$ cat src/rtl/alu_pkg.sv
// Shared definitions for the SimpleRISC execute stage.
// Op-select indices, divider states and a sign helper.
package alu_pkg;

    localparam int unsigned NUM_OPS = 13;

    localparam int unsigned ADD = 0;
    localparam int unsigned SUB = 1;
    localparam int unsigned CMP = 2;
    localparam int unsigned MUL = 3;
    localparam int unsigned DIV = 4;
    localparam int unsigned MOD = 5;
    localparam int unsigned LSL = 6;
    localparam int unsigned LSR = 7;
    localparam int unsigned ASR = 8;
    localparam int unsigned OR  = 9;
    localparam int unsigned AND = 10;
    localparam int unsigned NOT = 11;
    localparam int unsigned MOV = 12;

    localparam int unsigned DIV_ITER_DEFAULT = 32;

    typedef enum logic [1:0] {
        IDLE = 2'd0,
        BUSY = 2'd1,
        DONE = 2'd2
    } div_state_e;

    // Magnitude of a two's-complement word; -2^31 maps to 0x80000000.
    function automatic logic [31:0] abs32(input logic [31:0] v);
        return v[31] ? (~v + 32'd1) : v;
    endfunction

endpackage

$ cat src/rtl/alu_divider.sv
// Iterative signed div/mod: unsigned restoring core with sign fix-up.
// One quotient bit per cycle; divide-by-zero skips straight to DONE.
module alu_divider
    import alu_pkg::*;
#(
    parameter int unsigned DIV_ITER = DIV_ITER_DEFAULT
) (
    input  logic        clk,
    input  logic        reset,
    input  logic        start,
    input  logic        is_mod,
    input  logic [31:0] dividend,
    input  logic [31:0] divisor,
    output logic        busy,
    output logic        done,
    output logic [31:0] result
);

    localparam int unsigned CNT_W = $clog2(DIV_ITER + 1);

    div_state_e        state_q, state_d;
    logic [CNT_W-1:0]  cnt_q, cnt_d;
    logic [31:0]       rem_q, rem_d;
    logic [31:0]       quo_q, quo_d;
    logic [31:0]       dvs_q, dvs_d;
    logic              sign_a_q, sign_a_d;
    logic              sign_b_q, sign_b_d;
    logic              mod_q, mod_d;

    logic [32:0]       shifted;
    logic [31:0]       diff;
    logic              fits;
    logic [31:0]       quo_signed;
    logic [31:0]       rem_signed;

    // Next-state, datapath step and handshake outputs.
    always_comb begin
        state_d  = state_q;
        cnt_d    = cnt_q;
        rem_d    = rem_q;
        quo_d    = quo_q;
        dvs_d    = dvs_q;
        sign_a_d = sign_a_q;
        sign_b_d = sign_b_q;
        mod_d    = mod_q;
        busy     = 1'b0;
        done     = 1'b0;

        // Remainder can never exceed the divisor, so a 32-bit diff suffices.
        shifted  = {rem_q, quo_q[31]};
        fits     = shifted >= {1'b0, dvs_q};
        diff     = shifted[31:0] - dvs_q;

        unique case (state_q)
            IDLE: begin
                if (start) begin
                    busy     = 1'b1;
                    dvs_d    = abs32(divisor);
                    sign_a_d = dividend[31];
                    sign_b_d = divisor[31];
                    mod_d    = is_mod;
                    cnt_d    = '0;
                    if (divisor == 32'd0) begin
                        quo_d   = 32'd0;
                        rem_d   = abs32(dividend);
                        state_d = DONE;
                    end else begin
                        quo_d   = abs32(dividend);
                        rem_d   = 32'd0;
                        state_d = BUSY;
                    end
                end
            end
            BUSY: begin
                busy  = 1'b1;
                quo_d = {quo_q[30:0], fits};
                rem_d = fits ? diff : shifted[31:0];
                cnt_d = cnt_q + 1'b1;
                if (cnt_q == CNT_W'(DIV_ITER - 1)) begin
                    state_d = DONE;
                end
            end
            DONE: begin
                done    = 1'b1;
                state_d = IDLE;
            end
            default: begin
                state_d = IDLE;
            end
        endcase
    end

    // Sign correction: quotient truncates toward zero, remainder follows A.
    always_comb begin
        quo_signed = (sign_a_q ^ sign_b_q) ? (~quo_q + 32'd1) : quo_q;
        rem_signed = sign_a_q ? (~rem_q + 32'd1) : rem_q;
        result     = mod_q ? rem_signed : quo_signed;
    end

    // Divider state and datapath registers.
    always_ff @(posedge clk or posedge reset) begin
        if (reset) begin
            state_q  <= IDLE;
            cnt_q    <= '0;
            rem_q    <= 32'd0;
            quo_q    <= 32'd0;
            dvs_q    <= 32'd0;
            sign_a_q <= 1'b0;
            sign_b_q <= 1'b0;
            mod_q    <= 1'b0;
        end else begin
            state_q  <= state_d;
            cnt_q    <= cnt_d;
            rem_q    <= rem_d;
            quo_q    <= quo_d;
            dvs_q    <= dvs_d;
            sign_a_q <= sign_a_d;
            sign_b_q <= sign_b_d;
            mod_q    <= mod_d;
        end
    end

endmodule

$ cat src/rtl/alu_exec_stage.sv
// SimpleRISC execute stage: ALU mux, E/GT flags and branch resolution.
// Div/mod runs in alu_divider and freezes upstream via stall_ALU.
module alu_exec_stage
    import alu_pkg::*;
#(
    parameter int unsigned DIV_ITER = DIV_ITER_DEFAULT
) (
    input  logic                clk,
    input  logic                reset,
    input  logic [31:0]         A_ALU,
    input  logic [31:0]         B_ALU,
    input  logic [31:0]         pc_ALU,
    input  logic [31:0]         immx_ALU,
    input  logic [NUM_OPS-1:0]  aluSignals_ALU,
    input  logic                isBeq_ALU,
    input  logic                isBgt_ALU,
    input  logic                isUBranch_ALU,
    output logic [31:0]         aluResult,
    output logic                isBranchTaken,
    output logic [31:0]         branchPC,
    output logic                stall_ALU,
    output logic                flagE,
    output logic                flagGT
);

    logic        flag_e_q, flag_e_d;
    logic        flag_gt_q, flag_gt_d;
    logic        div_start;
    logic        div_busy;
    logic        div_done;
    logic [31:0] div_result;

    assign div_start = aluSignals_ALU[DIV] | aluSignals_ALU[MOD];

    alu_divider #(
        .DIV_ITER (DIV_ITER)
    ) u_div (
        .clk      (clk),
        .reset    (reset),
        .start    (div_start),
        .is_mod   (aluSignals_ALU[MOD]),
        .dividend (A_ALU),
        .divisor  (B_ALU),
        .busy     (div_busy),
        .done     (div_done),
        .result   (div_result)
    );

    // One-hot result select; NOP bubbles and cmp yield zero.
    always_comb begin
        aluResult = 32'd0;
        unique case (1'b1)
            aluSignals_ALU[ADD]: aluResult = A_ALU + B_ALU;
            aluSignals_ALU[SUB]: aluResult = A_ALU - B_ALU;
            aluSignals_ALU[CMP]: aluResult = 32'd0;
            aluSignals_ALU[MUL]: aluResult = A_ALU * B_ALU;
            aluSignals_ALU[DIV],
            aluSignals_ALU[MOD]: aluResult = div_done ? div_result : 32'd0;
            aluSignals_ALU[LSL]: aluResult = A_ALU << B_ALU[4:0];
            aluSignals_ALU[LSR]: aluResult = A_ALU >> B_ALU[4:0];
            aluSignals_ALU[ASR]: aluResult = 32'($signed(A_ALU) >>> B_ALU[4:0]);
            aluSignals_ALU[OR]:  aluResult = A_ALU | B_ALU;
            aluSignals_ALU[AND]: aluResult = A_ALU & B_ALU;
            aluSignals_ALU[NOT]: aluResult = ~B_ALU;
            aluSignals_ALU[MOV]: aluResult = B_ALU;
            default:             aluResult = 32'd0;
        endcase
    end

    // Flags change only on a cmp; stalls and flushes leave them alone.
    always_comb begin
        flag_e_d  = flag_e_q;
        flag_gt_d = flag_gt_q;
        if (aluSignals_ALU[CMP]) begin
            flag_e_d  = (A_ALU == B_ALU);
            flag_gt_d = ($signed(A_ALU) > $signed(B_ALU));
        end
    end

    // Architectural flags register.
    always_ff @(posedge clk or posedge reset) begin
        if (reset) begin
            flag_e_q  <= 1'b0;
            flag_gt_q <= 1'b0;
        end else begin
            flag_e_q  <= flag_e_d;
            flag_gt_q <= flag_gt_d;
        end
    end

    // Branch resolution against the registered flags.
    always_comb begin
        branchPC      = pc_ALU + immx_ALU;
        isBranchTaken = isUBranch_ALU
                      | (isBeq_ALU & flag_e_q)
                      | (isBgt_ALU & flag_gt_q);
    end

    assign stall_ALU = div_busy;
    assign flagE     = flag_e_q;
    assign flagGT    = flag_gt_q;

endmodule

$ cat config.mk
export PLATFORM = sky130hd
export DESIGN_NAME = alu_exec_stage
export DESIGN_NICKNAME = d
export VERILOG_FILES = /design/src/rtl/alu_pkg.sv /design/src/rtl/alu_divider.sv /design/src/rtl/alu_exec_stage.sv
export SDC_FILE = /design/constraint.sdc
export NUM_CORES = 2
export LEC_CHECK = 0
export CAP_MARGIN = 20
export CORE_UTILIZATION = 60
export DETAILED_ROUTE_END_ITERATION = 12
export PLACE_DENSITY_LB_ADDON = 0.25
export SLEW_MARGIN = 20
export SYNTH_ARGS = -nofsm -noshare
export SYNTH_HDL_FRONTEND = slang
export SYNTH_HIERARCHICAL = 1
export SYNTH_SLANG_ARGS = --single-unit
$ cat constraint.sdc
create_clock -name clk -period 27 [get_ports clk]
set_input_delay 2.7 -clock clk [delete_from_list [all_inputs] [get_ports clk]]
set_output_delay 2.7 -clock clk [all_outputs]
set_load 0.05 [all_outputs]
==> impl_metrics.toml <==
[sta]
rsz0062_at_grt = "no"
maxSlewViolCount = 0
worst_pin_slew_ps = 1110
maxSlewHeadroom_pct = 25.7
finalCritPeriodShare_pct = 56.6
fin_skew_ps = 6.87
setup-tns-final_ps = 0
period_minus_slack_ps = 15290
max_freq_mhz = 65.4
hold_viol_final = 0
setup_viol = 0

[run_status]
run_status = "complete, no violations"

[yosys]
synth_area_mm2 = 0.0350
avgSynthCellArea_um2 = 7.96
synthDominantCellAreaShare_pct = 23.6
synth-edff-count = 0
yosysTopAreaCell = "fa_1"
ys_top_cells_by_area = "fa_1 (24%), ha_1 (10%), dfrtp_1 (7.8%)"
synth.distinct_cells = 110
ys_ff_latch = 109
synthFlopType = "dfrtp_1"
yosysWarnings = 6
synth_nets = 5241
synthArstFlopShare_pct = 100
synth.yosys.seq_area_share_pct = 7.80
syn-instance-count = 4395

[global_routing]
grt_max_degree = 72
grt_first_pass_wirelength_um = 214000
overflow = 0
grt_pass1_vias = 33900
gr-usage-met2_pct = 71.1
grtUsageMet3_pct = 17.1
track_usage_pct = 48.8
grt_most_used_layer = "met2"
use_met1_pct = 60.6
antenna_found_initial = 7

[hold_path]
hold_path.class = "flop to flop"

[layout]
fin_nets = 5295
final_layout_size_suffix_gt1_share_pct = 5.68
fin_util_pct = 65.8
final_common_cell = "nor2_1"
syn2layout_area_growth_pct = 8.57
final_cell_mix = "nor2_1 (569), inv_1 (519), nand2_1 (457)"
stdcell_area_mm2 = 0.0380
stdcell_count = 5224

[floorplan]
coreArea_mm2 = 0.0577
start_util_pct = 60.6
io_pins = 214
die_h_um = 243
num_rows = 88
fp.dieArea_mm2 = 0.0593
die_x_um = 243

[worst_setup_path]
path_class = "primary input to primary output"
cp-endpoint = "aluResult[31]"
endpoint_kind = "primary output"
ff2ff_setup_slack_ps = 23330
reg2reg_from = "u_div/rem_q[2]"
crit_top_cell = "fa_1"
slowest_delay_ps = 1120
critPathBufInv = 7
worst_ep_required_time_ps = 24300
slowest_stage = "clkdlybuf4s50_1"
worst_r2r_path_depth = 11
worst-path-stages = 26
worstSetupStartpoint = "B_ALU[7]"
r2r-end = "u_div/rem_q[16]"
crit_path_start_kind = "primary input"
crit_family = "adder cells"
crit_fanout = 22
cp.arrival_ps = 12590

[placed_design]
gp_congestion = 1.07
dp_cells = 5202
dp_hpwl_um = 109000
portBuffers = 213
dpl-instance-area_mm2 = 0.0376

[route]
drt_iter0_drc = 4758
antenna_left = 0
drc = 0
routed_via_density = 6.74
wl_per_cell_um = 27.9
vias = 35200
first_pass_iters = 9
finalWirelength_um = 146000

[clock_tree]
cts_tree = "built"
cts_hold_buf = 0
htreeDepth = 3
clock_latency_ps = 370
cts_root_buffer = "clkbuf_16"
max-clock-path-buffers = 2
path_clk_slew_ps = 80
clock-sinks = 109
cts_made_buffers = 9
cts_resized = 0
post_cts_buffers = 0

[run]
cap_violations = 0
==> routing by layer <==
layer  vias up  wire, µm
li1      14900         -
met2      2743     60100
met1     16800     51400
met4         8     12700
met3       745     21600
met5         -        58
==> worst min-delay path by stage <==
stage / start / to / depth (start not counted)
5_1_grt: u_div/dvs_q[13] / u_div/dvs_q[13] / 2
2_1_floorplan: u_div/state_q[1] / u_div/state_q[1] / 1
6_report: u_div/dvs_q[13] / u_div/dvs_q[13] / 2
4_1_cts: u_div/dvs_q[11] / u_div/dvs_q[11] / 2
3_3_place_gp: u_div/dvs_q[15] / u_div/dvs_q[15] / 2
3_5_place_dp: u_div/dvs_q[11] / u_div/dvs_q[11] / 2
==> cells in the mapped netlist (52+ instances only) <==
cell and n:
mux2i_1 80, xnor2_1 130, a21oi_1 243, xor2_1 131, nor2_1 570, ha_1 288, mux4_2 52, inv_1 520
dfrtp_1 109, fa_1 412, nor3_1 59, o21ai_0 248, a21o_1 63, clkbuf_1 186, nand2_1 459
==> sequential cells by signal, indices dropped and copies added (netlist names) <==
signal / cells
flagE: 1
flagGT: 1
u_div/cnt_q: 6
u_div/dvs_q: 32
u_div/mod_q: 1
u_div/quo_q: 32
u_div/rem_q: 32
u_div/sign_a_q: 1
u_div/sign_b_q: 1
u_div/state_q: 2
==> cell families (layout without fill, tap and decap cells) <==
logic type	count (synthesis)	count (layout)	synth area share, %
AOI/OAI and AO/OA	1014	1014	19.2
buffers and inverters	797	856	8.92
adders and majority gates	700	700	33.9
other	0	5	0
DFF	109	109	7.80
muxes	151	151	6.51
xor gates and xnor gates	262	262	6.60
and+or+nand+nor	1362	1362	17.1
==> through the flow <==
stage	hold WS [ps]	setup slack (ps)
after floorplan	443	13880
after global placement	462	12150
after detailed placement	472	12000
after CTS	489	11980
after global routing	504	11660
final	487	11710
==> cell type report <==
type | instances | area (µm²)
Multi-Input combinational cell | 3489 | 29200
Fill cell | 5095 | 19700
Timing Repair Buffer | 299 | 2780
Sequential cell | 109 | 2730
Inverter | 541 | 2030
Tap cell | 765 | 957
Clock buffer | 9 | 225
Clock inverter | 7 | 81.3
Antenna cell | 5 | 12.5
==> worst register-to-register path: cells and delay by family, from the launching register on <==
| kind | cells | cell delay (ps) |
|---|---|---|
| AOI/OAI and AO/OA | 8 | 2010 |
| DFF | 1 | 510 |
| buffers and inverters | 1 | 250 |
| adders and majority gates | 1 | 410 |
| and+or+nand+nor | 1 | 380 |
Power is left out: the tool's default activity adds up to more than one toggle a clock period on the data nets, which glitch-free logic cannot reach.
